--- config.mk ---
export PLATFORM = sky130hd
export DESIGN_NAME = ulpi_phy_responder_flat
export DESIGN_NICKNAME = d
export VERILOG_FILES = /design/src/rtl/ulpi_phy_responder_if.sv /design/src/rtl/ulpi_phy_responder.sv /design/src/flat_wrapper.sv
export SDC_FILE = /design/constraint.sdc
export NUM_CORES = 1
export LEC_CHECK = 0
export ABC_AREA = 1
export BUFFER_PORTS_ARGS = -buffer_cell sky130_fd_sc_hd__buf_4
export CORE_MARGIN = 2
export CORE_UTILIZATION = 48
export DETAILED_ROUTE_END_ITERATION = 6
export HOLD_SLACK_MARGIN = 0.06
export PLACE_DENSITY = 0.79
export SKIP_LAST_GASP = 1
export SYNTH_ARGS = -nofsm -noshare
export SYNTH_HDL_FRONTEND = slang
export SYNTH_SLANG_ARGS = --single-unit
--- constraint.sdc ---
create_clock -name clk -period 1.56 [get_ports clk]
set_input_delay 0.078 -clock clk [delete_from_list [all_inputs] [get_ports clk]]
set_output_delay 0.078 -clock clk [all_outputs]
set_load 0.1 [all_outputs]
--- src/rtl/ulpi_phy_responder_if.sv ---
// ULPI PHY-side bundle: link-driven STP/DATA and line inputs, PHY-driven DIR/NXT/DATA
// plus the Function/OTG Control register taps.
interface ulpi_phy_responder_if;
  logic       stp;
  logic [7:0] data_in;
  logic [7:0] data_out;
  logic       data_oe;
  logic       dir;
  logic       nxt;
  logic [1:0] linestate;
  logic [1:0] vbus_state;
  logic [7:0] func_ctrl;
  logic [7:0] otg_ctrl;

  modport master (
    output stp, data_in, linestate, vbus_state,
    input  data_out, data_oe, dir, nxt, func_ctrl, otg_ctrl
  );

  modport slave (
    input  stp, data_in, linestate, vbus_state,
    output data_out, data_oe, dir, nxt, func_ctrl, otg_ctrl
  );
endinterface

--- src/rtl/ulpi_phy_responder.sv ---
// USB3300-style ULPI PHY responder answering register read/write TX CMDs.
// Define ULPI_PHY_RXCMD_EN to emit RX CMD bytes on linestate/vbus_state changes.
module ulpi_phy_responder #(
  parameter logic [15:0] VENDOR_ID  = 16'h0424,
  parameter logic [15:0] PRODUCT_ID = 16'h0006
) (
  input logic               clk,
  input logic               rst,
  ulpi_phy_responder_if.slave bus
);

  typedef enum logic [3:0] {
    IDLE, WR_CMD, WR_DATA, WR_STP,
    RD_CMD, RD_TURN1, RD_DATA, RD_TURN2
`ifdef ULPI_PHY_RXCMD_EN
    , RX_TURN1, RX_DATA, RX_TURN2
`endif
  } state_t;

  state_t     state_q;
  logic [5:0] addr_q;
  logic [7:0] wdata_q;
  logic [7:0] func_q, ifc_q, otg_q, scratch_q;
  logic       dir_q, nxt_q, oe_q;
  logic [7:0] dout_q;
  logic [7:0] rdata_d;

`ifdef ULPI_PHY_RXCMD_EN
  logic [3:0] line_q;
  logic       pending_q;
  logic       line_chg_d;
  assign line_chg_d = ({bus.vbus_state, bus.linestate} != line_q);
`else
  logic unused_line;
  assign unused_line = ^{bus.linestate, bus.vbus_state};
`endif

  // Base B writes, B+1 sets bits, B+2 clears bits; other addresses leave cur alone.
  function automatic logic [7:0] apply_wr(input logic [7:0] cur, input logic [5:0] base,
                                          input logic [5:0] a, input logic [7:0] d);
    if (a == base)              return d;
    else if (a == base + 6'd1)  return cur | d;
    else if (a == base + 6'd2)  return cur & ~d;
    else                        return cur;
  endfunction

  always_comb begin
    rdata_d = 8'h00;
    case (addr_q)
      6'h00:               rdata_d = VENDOR_ID[7:0];
      6'h01:               rdata_d = VENDOR_ID[15:8];
      6'h02:               rdata_d = PRODUCT_ID[7:0];
      6'h03:               rdata_d = PRODUCT_ID[15:8];
      6'h04, 6'h05, 6'h06: rdata_d = func_q;
      6'h07, 6'h08, 6'h09: rdata_d = ifc_q;
      6'h0A, 6'h0B, 6'h0C: rdata_d = otg_q;
      6'h16, 6'h17, 6'h18: rdata_d = scratch_q;
      default:             rdata_d = 8'h00;
    endcase
  end

  // Outputs are registered from the current state, so they trail the state by one edge.
  always_ff @(posedge clk) begin
    if (rst) begin
      state_q   <= IDLE;
      addr_q    <= 6'd0;
      wdata_q   <= 8'h00;
      func_q    <= 8'h41;
      ifc_q     <= 8'h00;
      otg_q     <= 8'h06;
      scratch_q <= 8'h00;
      dir_q     <= 1'b0;
      nxt_q     <= 1'b0;
      oe_q      <= 1'b0;
      dout_q    <= 8'h00;
`ifdef ULPI_PHY_RXCMD_EN
      line_q    <= 4'd0;
      pending_q <= 1'b0;
`endif
    end else begin
      dir_q  <= 1'b0;
      nxt_q  <= 1'b0;
      oe_q   <= 1'b0;
      dout_q <= 8'h00;
      case (state_q)
        IDLE: begin
          if (bus.data_in[7] && (bus.data_in[5:0] != 6'h2F)) begin
            addr_q  <= bus.data_in[5:0];
            state_q <= bus.data_in[6] ? RD_CMD : WR_CMD;
          end
`ifdef ULPI_PHY_RXCMD_EN
          else if (pending_q) begin
            state_q <= RX_TURN1;
          end
`endif
        end
        WR_CMD: begin
          nxt_q   <= 1'b1;
          state_q <= bus.stp ? IDLE : WR_DATA;
        end
        WR_DATA: begin
          nxt_q   <= 1'b1;
          wdata_q <= bus.data_in;
          state_q <= WR_STP;
        end
        WR_STP: begin
          if (bus.stp) begin
            func_q    <= apply_wr(func_q,    6'h04, addr_q, wdata_q);
            ifc_q     <= apply_wr(ifc_q,     6'h07, addr_q, wdata_q);
            otg_q     <= apply_wr(otg_q,     6'h0A, addr_q, wdata_q);
            scratch_q <= apply_wr(scratch_q, 6'h16, addr_q, wdata_q);
            state_q   <= IDLE;
          end
        end
        RD_CMD: begin
          nxt_q   <= 1'b1;
          state_q <= bus.stp ? IDLE : RD_TURN1;
        end
        RD_TURN1: begin
          dir_q   <= 1'b1;
          state_q <= RD_DATA;
        end
        RD_DATA: begin
          dir_q   <= 1'b1;
          oe_q    <= 1'b1;
          dout_q  <= rdata_d;
          state_q <= RD_TURN2;
        end
        RD_TURN2: state_q <= IDLE;
`ifdef ULPI_PHY_RXCMD_EN
        RX_TURN1: begin
          dir_q   <= 1'b1;
          state_q <= RX_DATA;
        end
        RX_DATA: begin
          dir_q     <= 1'b1;
          oe_q      <= 1'b1;
          dout_q    <= {4'b0000, bus.vbus_state, bus.linestate};
          pending_q <= 1'b0;
          state_q   <= RX_TURN2;
        end
        RX_TURN2: state_q <= IDLE;
`endif
        default: state_q <= IDLE;
      endcase
`ifdef ULPI_PHY_RXCMD_EN
      // A change landing in the same cycle as RX_DATA re-arms the flag.
      line_q <= {bus.vbus_state, bus.linestate};
      if (line_chg_d) pending_q <= 1'b1;
`endif
    end
  end

  assign bus.dir       = dir_q;
  assign bus.nxt       = nxt_q;
  assign bus.data_oe   = oe_q;
  assign bus.data_out  = dout_q;
  assign bus.func_ctrl = func_q;
  assign bus.otg_ctrl  = otg_q;

endmodule

--- src/flat_wrapper.sv ---
// flat-port wrapper written by rule: the top's interface ports become plain ports
module ulpi_phy_responder_flat 
#(
  parameter logic [15:0] VENDOR_ID  = 16'h0424,
  parameter logic [15:0] PRODUCT_ID = 16'h0006
)
  (clk, rst, bus_stp, bus_data_in, bus_linestate, bus_vbus_state, bus_data_out, bus_data_oe, bus_dir, bus_nxt, bus_func_ctrl, bus_otg_ctrl);
  ulpi_phy_responder_if bus_i ();
  input logic clk;
  input logic rst;
  input wire logic [$bits(bus_i.stp)-1:0] bus_stp;
  input wire logic [$bits(bus_i.data_in)-1:0] bus_data_in;
  input wire logic [$bits(bus_i.linestate)-1:0] bus_linestate;
  input wire logic [$bits(bus_i.vbus_state)-1:0] bus_vbus_state;
  output wire logic [$bits(bus_i.data_out)-1:0] bus_data_out;
  output wire logic [$bits(bus_i.data_oe)-1:0] bus_data_oe;
  output wire logic [$bits(bus_i.dir)-1:0] bus_dir;
  output wire logic [$bits(bus_i.nxt)-1:0] bus_nxt;
  output wire logic [$bits(bus_i.func_ctrl)-1:0] bus_func_ctrl;
  output wire logic [$bits(bus_i.otg_ctrl)-1:0] bus_otg_ctrl;
  assign bus_i.stp = bus_stp;
  assign bus_i.data_in = bus_data_in;
  assign bus_i.linestate = bus_linestate;
  assign bus_i.vbus_state = bus_vbus_state;
  assign bus_data_out = bus_i.data_out;
  assign bus_data_oe = bus_i.data_oe;
  assign bus_dir = bus_i.dir;
  assign bus_nxt = bus_i.nxt;
  assign bus_func_ctrl = bus_i.func_ctrl;
  assign bus_otg_ctrl = bus_i.otg_ctrl;
  ulpi_phy_responder #(.VENDOR_ID(VENDOR_ID), .PRODUCT_ID(PRODUCT_ID)) u_core (.clk(clk), .rst(rst), .bus(bus_i));
endmodule
==> results of run 1 <==
## where the power goes
group	switching (µW)	leakage [µW]	internal, µW	total (µW)
Sequential	81.7	0.000487	1600	1690
Clock	625	0.000102	820	1440
Combinational	518	0.00114	258	776
## metrics by stage
step                cell area, µm²  cells
floorplan                     2890    443
global placement              3280    553
detailed placement            3280    553
CTS                           3550    576
global route                  3630    580
finish                        3630    580
## Yosys cell counts
cell	instances
nand4_1	1
nor2_2	4
nor3_1	1
dfxtp_1	60
o211ai_1	3
a21oi_4	1
nor2_1	45
nand3_2	1
nand3_1	45
inv_1	32
o21ai_0	13
buf_6	1
inv_2	4
clkbuf_1	7
a31oi_1	1
nor2_4	3
a21oi_1	40
buf_4	3
nand3_4	2
buf_2	4
nand2_1	168
nand2_2	4
## cells in the final DEF, fill, tap and decap left out
cell type      instances
a21oi_1               40
a21oi_4                1
a31oi_1                1
buf_12                 1
buf_4                 53
bufinv_16              1
clkbuf_1               1
clkbuf_8              11
clkinv_2               2
clkinvlp_4             1
dfxtp_1               57
dfxtp_2                3
dlygate4sd3_1          7
inv_1                 31
inv_2                  5
nand2_1              167
nand2_2                2
nand2_4                3
nand3_1               45
nand3_2                1
nand3_4                2
nand4_1                1
nor2_1                43
nor2_2                 5
nor2_4                 4
nor3_1                 1
o211ai_1               3
o21ai_0               13
## critical path, cell delays in order (launching register included)
cell     delay, ps
dfxtp_1        390
inv_2           80
nand2_1         80
nor2_2          50
nand2_1        190
nand2_4        160
nand2_1         90
nand2_1         60
nor2_1         140
nor2_1          50
## logic make-up (layout without fill, tap and decap cells)
group / count (synthesis) / in the layout
buffers and inverters: 51 / 113
AOI/OAI and AO/OA: 58 / 58
DFF: 60 / 60
and+or+nand+nor: 274 / 274
## per-layer routing
metal / GRT usage [%] / share of wire (%) / up-vias
li1: - / - / 1517
met1: 33.2 / 45 / 1409
met2: 37.7 / 45 / 137
met3: 4.07 / 7.3 / 19
met4: 12.3 / 2.6 / 0
met5: 0 / 0 / -
## final cells by class
class / count / area share, %
clock inverters: 4 / 1.31
multi-input cells: 332 / 41.4
inverters: 36 / 3.73
clock buffers: 12 / 4.28
flip-flops and latches: 60 / 33.2
repair buffers: 61 / 13.5
well taps: 75 / 2.59
## worst min-delay path by stage
stage	cells after the start	slack [ps]	endpoint	startpoint
floorplan	2	210	u_core.addr_q[0]$_SDFFE_PP0P_	bus_data_in[0]
global placement	3	330	u_core.addr_q[0]$_SDFFE_PP0P_	bus_data_in[0]
detailed placement	3	330	u_core.addr_q[0]$_SDFFE_PP0P_	bus_data_in[0]
CTS	5	80	u_core.state_q[2]$_SDFFE_PP0P_	bus_data_in[7]
global route	5	90	u_core.state_q[2]$_SDFFE_PP0P_	bus_data_in[7]
finish	5	90	u_core.state_q[2]$_SDFFE_PP0P_	bus_data_in[7]
## what timing repair did
item                                   in CTS  in global routing
setup endpoints to repair                   0                 39
endpoints found under the hold margin       9                  0
buffers inserted                            0                  4
resized for setup                           0                 11
hold buffers                                7                  0
==> flow_metrics.env, run 1 <==
export IMPL_htree_levels=3
export IMPL_ys_types=22
export IMPL_cp_endpoint="u_core.bus.data_out[0]$_SDFF_PP0_"
export IMPL_r2r_setup_slack_ps=130
export IMPL_vias=3082
export IMPL_setup_viol=0
export IMPL_place_ws_ps=53.7
export IMPL_powerDensity_mw_per_mm2=1080
export IMPL_finClkSkew_ps=11.1
export IMPL_die_area_mm2=0.00666
export IMPL_yosys_area_share_simple_pct=40.3
export IMPL_grt_pass1_wl_mm=12.4
export IMPL_hold_viol=0
export IMPL_setup_tns_ps=0
export IMPL_drv_cap=0
export IMPL_drt_vias_per_instance=5.31
export IMPL_critical_path_class="reg -> reg"
export IMPL_min_period_ps=1430
export IMPL_rsz0062_at_grt="false"
export IMPL_setup_ws_ps=131
export IMPL_slew_headroom_pct=73.0
export IMPL_startpoint="u_core.addr_q[2]$_SDFFE_PP0P_"
export IMPL_final_layout_size_suffix_gt1_share_pct=18.8
export IMPL_globalplace_congestion=0.943
export IMPL_finish_utilization_pct=61.6
export IMPL_yosysSeqAreaShare_pct=41.5
export IMPL_r2r_end="u_core.bus.data_out[0]$_SDFF_PP0_"
export IMPL_reg2reg_from="u_core.addr_q[2]$_SDFFE_PP0P_"
export IMPL_ir_drop_mv=0.619
export IMPL_synth_fa_ha_area_share_pct=0
export IMPL_required_ps=1780
export IMPL_synth_area_leader_cell="dfxtp_1"
export IMPL_fmax_mhz=700
export IMPL_clk_transition_reported_paths_ps=70
export IMPL_synth_area_mm2=0.00289
export IMPL_grt_usage_pct=24.5
export IMPL_place_hpwl_mm=5.23
export IMPL_initial_utilization_pct=49.1
export IMPL_dieHeight_um=81.6
export IMPL_clock_sinks=60
export IMPL_worstSetupStartpointType="register"
export IMPL_syn_inst=443
export IMPL_muxShareOfSynthArea_pct=0
export IMPL_total_power_uw=3910
export IMPL_synth_avg_cell_area_um2=6.53
export IMPL_wl_mm=7.68
export IMPL_ios=42
export IMPL_slew_viol_final=0
export IMPL_syn_nets=458
export IMPL_core_mm2=0.00589
export IMPL_regArea_mm2=0.00120
export IMPL_cts_buffers=9
export IMPL_antenna_found_initial=0
export IMPL_cts_root_buf="clkbuf_8"
export IMPL_route_antenna_remaining_nets=0
export IMPL_cp_arrival_ps=1640
export IMPL_r2r_cells=9
export IMPL_gr_total_overflow=0
export IMPL_crit_fanout=14
export IMPL_synth_top_cell_area_share_pct=41.5
export IMPL_synth_top_family_by_area="simple AND/OR/NAND/NOR gates"
export IMPL_drt_first_pass_iters=5
export IMPL_min_period_over_period_pct=91.6
export IMPL_route_detailed_drc=0
export IMPL_ys_top_cells_by_area="dfxtp_1 (42%), nand2_1 (22%), nand3_1 (7.8%)"
export IMPL_numPortBuffers=37
export IMPL_multi_input_area_mm2=0.00150
export IMPL_ys_warn_count=0
export IMPL_grt_pass1_vias=2606
export IMPL_worstSetupEndpointType="register"
export IMPL_antennaDiodeCount=0
export IMPL_tightestPinTransition_ps=405
export IMPL_min_delay_path_class="in -> reg"
export IMPL_die_w_um=81.6
export IMPL_drt_initial_drc_count=363
export IMPL_nets=515
export IMPL_wl_per_cell_um=13.2
export IMPL_core_rowCount=28
export IMPL_synthXorXnorAreaFrac_pct=0
export IMPL_grt_max_degree=33
export IMPL_status="complete, no violations"
export IMPL_synth_compound_area_share_pct=10.7
export IMPL_whs_ps=89.3
export IMPL_synth_seq_cells=60
export IMPL_syn2layout_area_growth_pct=25.4
export IMPL_leakage_uw=0.00173
export IMPL_fillerInstances=559
export IMPL_clk_path_buf_depth=2
export IMPL_clkLatencyLatePin_ps=340
export IMPL_cts_tree="built"
Note: power is estimated with default switching activity, not from simulation.
==> inputs of run 2 (changes only) <==
--- a/config.mk
+++ b/config.mk
@@ -8,10 +8,10 @@
 export ABC_AREA = 1
 export BUFFER_PORTS_ARGS = -buffer_cell sky130_fd_sc_hd__buf_4
 export CORE_MARGIN = 2
-export CORE_UTILIZATION = 48
+export CORE_UTILIZATION = 57
 export DETAILED_ROUTE_END_ITERATION = 6
 export HOLD_SLACK_MARGIN = 0.06
-export PLACE_DENSITY = 0.79
+export PLACE_DENSITY = 0.9
 export SKIP_LAST_GASP = 1
 export SYNTH_ARGS = -nofsm -noshare
 export SYNTH_HDL_FRONTEND = slang
==> flow_metrics.env, run 2 (synthesis results as in run 1) <==
export IMPL_status="finished with violations"
export IMPL_failed_checks="negative setup slack"
export IMPL_nets=511
export IMPL_p_int_uw=2900
export IMPL_drv_cap=0
export IMPL_wl_met1_mm=3.36
export IMPL_die_area_mm2=0.00566
export IMPL_powerDensity_mw_per_mm2=1130
export IMPL_final_common_cell="nand2_1"
export IMPL_min_period_ps=1570
export IMPL_grt_usage_pct=29.7
export IMPL_clk_path_buf_depth=2
export IMPL_mostFrequentLayoutCells="nand2_1 (165), dfxtp_1 (57), buf_4 (46)"
export IMPL_min_delay_path_class="in -> reg"
export IMPL_slowest_stage="dfxtp_1"
export IMPL_clock_sinks=60
export IMPL_rsz0062_at_grt="true"
export IMPL_syn2layout_area_growth_pct=27.0
export IMPL_cts_buffers=9
export IMPL_route_antenna_remaining_nets=0
export IMPL_clk_transition_reported_paths_ps=70
export IMPL_core_rowCount=25
export IMPL_setup_viol=1
export IMPL_gr_total_overflow=0
export IMPL_globalplace_congestion=0.873
export IMPL_whs_ps=84.4
export IMPL_cp_arrival_ps=1830
export IMPL_htree_levels=3
export IMPL_grt_max_degree=33
export IMPL_power_switching_uw=1270
export IMPL_hold_viol=0
export IMPL_crit_fanout=8
export IMPL_route_detailed_drc=0
export IMPL_setup_ws_ps=-9.26
export IMPL_die_w_um=75.2
export IMPL_core_mm2=0.00482
export IMPL_finClkSkew_ps=6.71
export IMPL_antennaDiodeCount=0
export IMPL_critical_path_class="reg -> reg"
export IMPL_wl_met3_um=749
export IMPL_final_layout_size_suffix_gt1_share_pct=19.0
export IMPL_wl_met2_mm=4.12
export IMPL_p_comb_share_pct=19.2
export IMPL_min_period_over_period_pct=101
export IMPL_cts_tree="built"
export IMPL_clock_power_share_pct=40.1
export IMPL_place_ws_ps=-5.87
export IMPL_dieHeight_um=75.2
export IMPL_wl_mm=8.52
export IMPL_total_power_uw=4170
export IMPL_switching_share_pct=30.4
export IMPL_slowest_delay_ps=440
export IMPL_place_hpwl_mm=5.20
export IMPL_grt_pass1_wl_mm=12.7
export IMPL_clkLatencyLatePin_ps=340
export IMPL_tightestPinTransition_ps=385
export IMPL_wl_per_cell_um=15.0
export IMPL_drt_vias_per_instance=5.78
export IMPL_ir_drop_mv=0.857
export IMPL_highest_layer="met4"
export IMPL_slew_viol_final=0
export IMPL_seqPwrFrac_pct=40.7
export IMPL_antenna_found_initial=0
export IMPL_worstSetupEndpointType="register"
export IMPL_cts_root_buf="clkbuf_8"
export IMPL_slew_headroom_pct=74.3
export IMPL_worstPathCellList="inv_2 -> nor2_4 -> nand3_4 -> a21oi_4 -> buf_12 -> nand2_1 -> a21oi_1"
export IMPL_fmax_mhz=637
export IMPL_leakage_uw=0.00175
export IMPL_drt_first_pass_iters=5
export IMPL_numPortBuffers=37
export IMPL_worstSetupStartpointType="register"
export IMPL_ios=42
export IMPL_grt_pass1_vias=2802
export IMPL_required_ps=1820
export IMPL_initial_utilization_pct=60.0
export IMPL_vias=3283
export IMPL_drt_initial_drc_count=487
-- run 2: cell count changes in the layout (fill, tap and decap cells not counted), moves of 2 or more --
| cell | before | now |
|---|---|---|
| buf_4 | 53 | 46 |
| nand2_1 | 167 | 165 |
| nand2_2 | 2 | 4 |
| nand3_2 | 1 | 3 |
| nand3_1 | 45 | 43 |
| bufinv_16 | 1 | 3 |
| buf_12 | 1 | 3 |
| clkbuf_8 | 11 | 9 |
-- run 2: power by group through the flow --
stage	sequential, µW	combinational (µW)	clock (µW)
floorplan	1740	491	0
global placement	1710	660	0
detailed placement	1710	678	0
CTS	1680	700	1680
global route	1700	872	1740
finish	1700	800	1670
-- run 2: final timing paths --
kind	startpoint	to	slack [ps]	depth (start not counted)
setup / recovery	u_core.addr_q[3]$_SDFFE_PP0P_	register	-9	7
hold / removal	bus_data_in[7]	u_core.wdata_q[7]$_SDFFE_PP0P_	80	3
setup reg to reg	u_core.addr_q[3]$_SDFFE_PP0P_	register	-9	7
hold reg to reg	register	register	470	2
-- run 2: area by class of cell --
class	count	area, µm²
Multi-Input combinational cell	333	1540
Sequential cell	60	1200
Fill cell	372	1140
Timing Repair Buffer	56	477
Inverter	36	135
Clock buffer	11	131
Clock inverter	5	100
Tap cell	67	83.8
-- run 2: worst max-delay path: cells and delay by family, from the launching register on --
kind / cells / cell delay, ps
buffers and inverters: 2 / 250
AND/OR/NAND/NOR: 3 / 380
AO/OA/AOI/OAI: 2 / 420
flip-flops: 1 / 440
-- run 2: per-layer routing --
metal	vias up	GRT usage, %
li1	1507	-
met1	1527	37.5
met4	0	15.8
met5	-	0
met3	43	6.83
met2	206	47.4
-- run 2: what timing repair did --
action / in CTS / in global routing
setup buffers: 0 / 3
endpoints found under the hold margin: 7 / 0
endpoints found under the setup margin: 11 / 45
pin swaps: 0 / 2
gates resized for setup: 1 / 17
gates cloned: 0 / 1
hold buffers: 6 / 0
-- run 2: metrics by stage --
stage	cell area, µm²	setup TNS [ps]	instances	utilization [%]
2_1_floorplan	2890	0	443	-
3_3_place_gp	3260	0	542	67.7
3_5_place_dp	3260	-5.87	542	67.7
4_1_cts	3550	0	564	73.8
5_1_grt	3670	-318	568	76.2
6_report	3670	-9.26	568	76.2
==> inputs of run 3 (changes only) <==
--- a/config.mk
+++ b/config.mk
@@ -7,6 +7,7 @@
 export LEC_CHECK = 0
 export ABC_AREA = 1
 export BUFFER_PORTS_ARGS = -buffer_cell sky130_fd_sc_hd__buf_4
+export CORE_ASPECT_RATIO = 1.5
 export CORE_MARGIN = 2
 export CORE_UTILIZATION = 57
 export DETAILED_ROUTE_END_ITERATION = 6
==> flow_metrics.env, run 3 (synthesis results as in run 1) <==
export IMPL_status="complete, no violations"
export IMPL_fmax_mhz=682
export IMPL_cts_buffers=9
export IMPL_drt_vias_per_instance=5.46
export IMPL_finish_utilization_pct=73.2
export IMPL_placed_cells=540
export IMPL_die_w_um=62.2
export IMPL_globalplace_congestion=0.872
export IMPL_worstHoldStart="bus_data_in[7]"
export IMPL_min_delay_path_class="in -> reg"
export IMPL_whs_ps=106
export IMPL_grt_max_degree=33
export IMPL_rsz0062_at_grt="true"
export IMPL_slowest_delay_ps=320
export IMPL_drt_first_pass_iters=5
export IMPL_min_period_ps=1470
export IMPL_route_antenna_remaining_nets=0
export IMPL_cp_arrival_ps=1750
export IMPL_clock_sinks=60
export IMPL_drv_cap=0
export IMPL_grt_pass1_wl_mm=12.3
export IMPL_leakage_uw=0.00169
export IMPL_reg2reg_from="u_core.addr_q[5]$_SDFFE_PP0P_"
export IMPL_core_mm2=0.00485
export IMPL_ir_drop_mv=0.719
export IMPL_worstPathCellList="nor2_1 -> nand3_4 -> a21oi_4 -> nand2_1 -> a21oi_1"
export IMPL_setup_tns_ps=0
export IMPL_critPathTopFamily="simple AND/OR/NAND/NOR gates"
export IMPL_critical_path_class="reg -> reg"
export IMPL_numPortBuffers=37
export IMPL_core_rowCount=31
export IMPL_setup_viol=0
export IMPL_powerDensity_mw_per_mm2=1050
export IMPL_gr_total_overflow=0
export IMPL_antennaDiodeCount=0
export IMPL_crit_fanout=10
export IMPL_drt_initial_drc_count=173
export IMPL_ios=42
export IMPL_total_power_uw=3730
export IMPL_worstSetupEndpointType="register"
export IMPL_vias=3072
export IMPL_cts_tree="built"
export IMPL_syn2layout_area_growth_pct=22.8
export IMPL_route_detailed_drc=0
export IMPL_nets=508
export IMPL_wl_mm=7.34
export IMPL_final_layout_size_suffix_gt1_share_pct=16.9
export IMPL_required_ps=1850
export IMPL_worstSetupStartpointType="register"
export IMPL_grt_pass1_vias=2834
export IMPL_slew_viol_final=0
export IMPL_slew_headroom_pct=71.8
export IMPL_clkLatencyLatePin_ps=350
export IMPL_r2r_setup_slack_ps=90
export IMPL_initial_utilization_pct=59.6
export IMPL_mostFrequentLayoutCells="nand2_1 (167), dfxtp_1 (59), nor2_1 (45), buf_4 (45), nand3_1 (44)"
export IMPL_die_area_mm2=0.00567
export IMPL_hold_viol=0
export IMPL_place_hpwl_mm=5.13
export IMPL_clk_path_buf_depth=2
export IMPL_clk_transition_reported_paths_ps=70
export IMPL_finClkSkew_ps=6.47
export IMPL_min_period_over_period_pct=94.0
export IMPL_instances_no_fill=563
export IMPL_hold_end="u_core.state_q[2]$_SDFFE_PP0P_"
export IMPL_dieHeight_um=91.2
export IMPL_cts_root_buf="clkbuf_8"
export IMPL_wl_per_cell_um=13.0
export IMPL_antenna_found_initial=0
export IMPL_grt_usage_pct=27.7
export IMPL_final_common_cell="nand2_1"
export IMPL_crit_buf_inv=0
export IMPL_slowest_stage="dfxtp_1"
export IMPL_tightestPinTransition_ps=422
export IMPL_hold_depth=5
export IMPL_r2r_cells=5
export IMPL_htree_levels=3
[run 3: cell count changes in the layout (fill, tap and decap cells not counted), sizes merged]
cell         before  now
clkbuf           11   14
buf              50   47
clkinv            2    1
nand3            49   48
bufinv            3    0
dlygate4sd3       6    7
[run 3: timing repair]
action,CTS,global route
setup buffers,0,1
hold buffers,7,0
resized for setup,0,9
endpoints found under the setup margin,0,43
hold endpoints to repair,11,0
[run 3: worst max path at each step]
stage / start / cells after the start / slack (ps) / end
2_1_floorplan: register / 6 / 140 / u_core.bus.data_out[1]$_SDFF_PP0_
3_3_place_gp: u_core.state_q[0]$_SDFFE_PP0P_ / 6 / 140 / u_core.addr_q[1]$_SDFFE_PP0P_
3_5_place_dp: u_core.addr_q[4]$_SDFFE_PP0P_ / 8 / 80 / register
4_1_cts: u_core.state_q[0]$_SDFFE_PP0P_ / 7 / 30 / u_core.addr_q[3]$_SDFFE_PP0P_
5_1_grt: u_core.addr_q[4]$_SDFFE_PP0P_ / 7 / -0.02 / register
6_report: u_core.addr_q[5]$_SDFFE_PP0P_ / 5 / 90 / register
[run 3: power breakdown]
part,internal (µW),switching (µW)
combinational,225,507
sequential,1600,76.9
clock,739,581
[run 3: per-layer routing]
| layer | wire, µm | part of all wire, % | global-route usage, % | vias up |
|---|---|---|---|---|
| met2 | 3570 | 49 | 46.6 | 165 |
| met1 | 2800 | 38 | 30.1 | 1357 |
| met5 | 0 | 0 | 0 | - |
| met4 | 376 | 5.1 | 20.7 | 0 |
| met3 | 600 | 8.2 | 6.32 | 43 |
| li1 | - | - | - | 1507 |
[run 3: cell type report]
class,count,area (µm²)
flip-flops and latches,60,1200
clock buffers,14,183
clock inverters,1,5.00
repair buffers,54,439
well taps,66,82.6
fillers,380,1300
inverters,36,135
multi-input cells,332,1500
[run 3: per-stage QoR]
stage / setup WS (ps) / instance area, µm²
6_report: 94.4 / 3550
5_1_grt: -0.0229 / 3550
4_1_cts: 34.6 / 3500
3_5_place_dp: 84.9 / 3240
3_3_place_gp: 136 / 3240
2_1_floorplan: 145 / 2890
[run 3: tightest hold or removal path, stage by stage]
cell     delay (ps)
buf_4            90
nand2_1          50
nand2_1          70
nand2_1          60
nor2_1           70
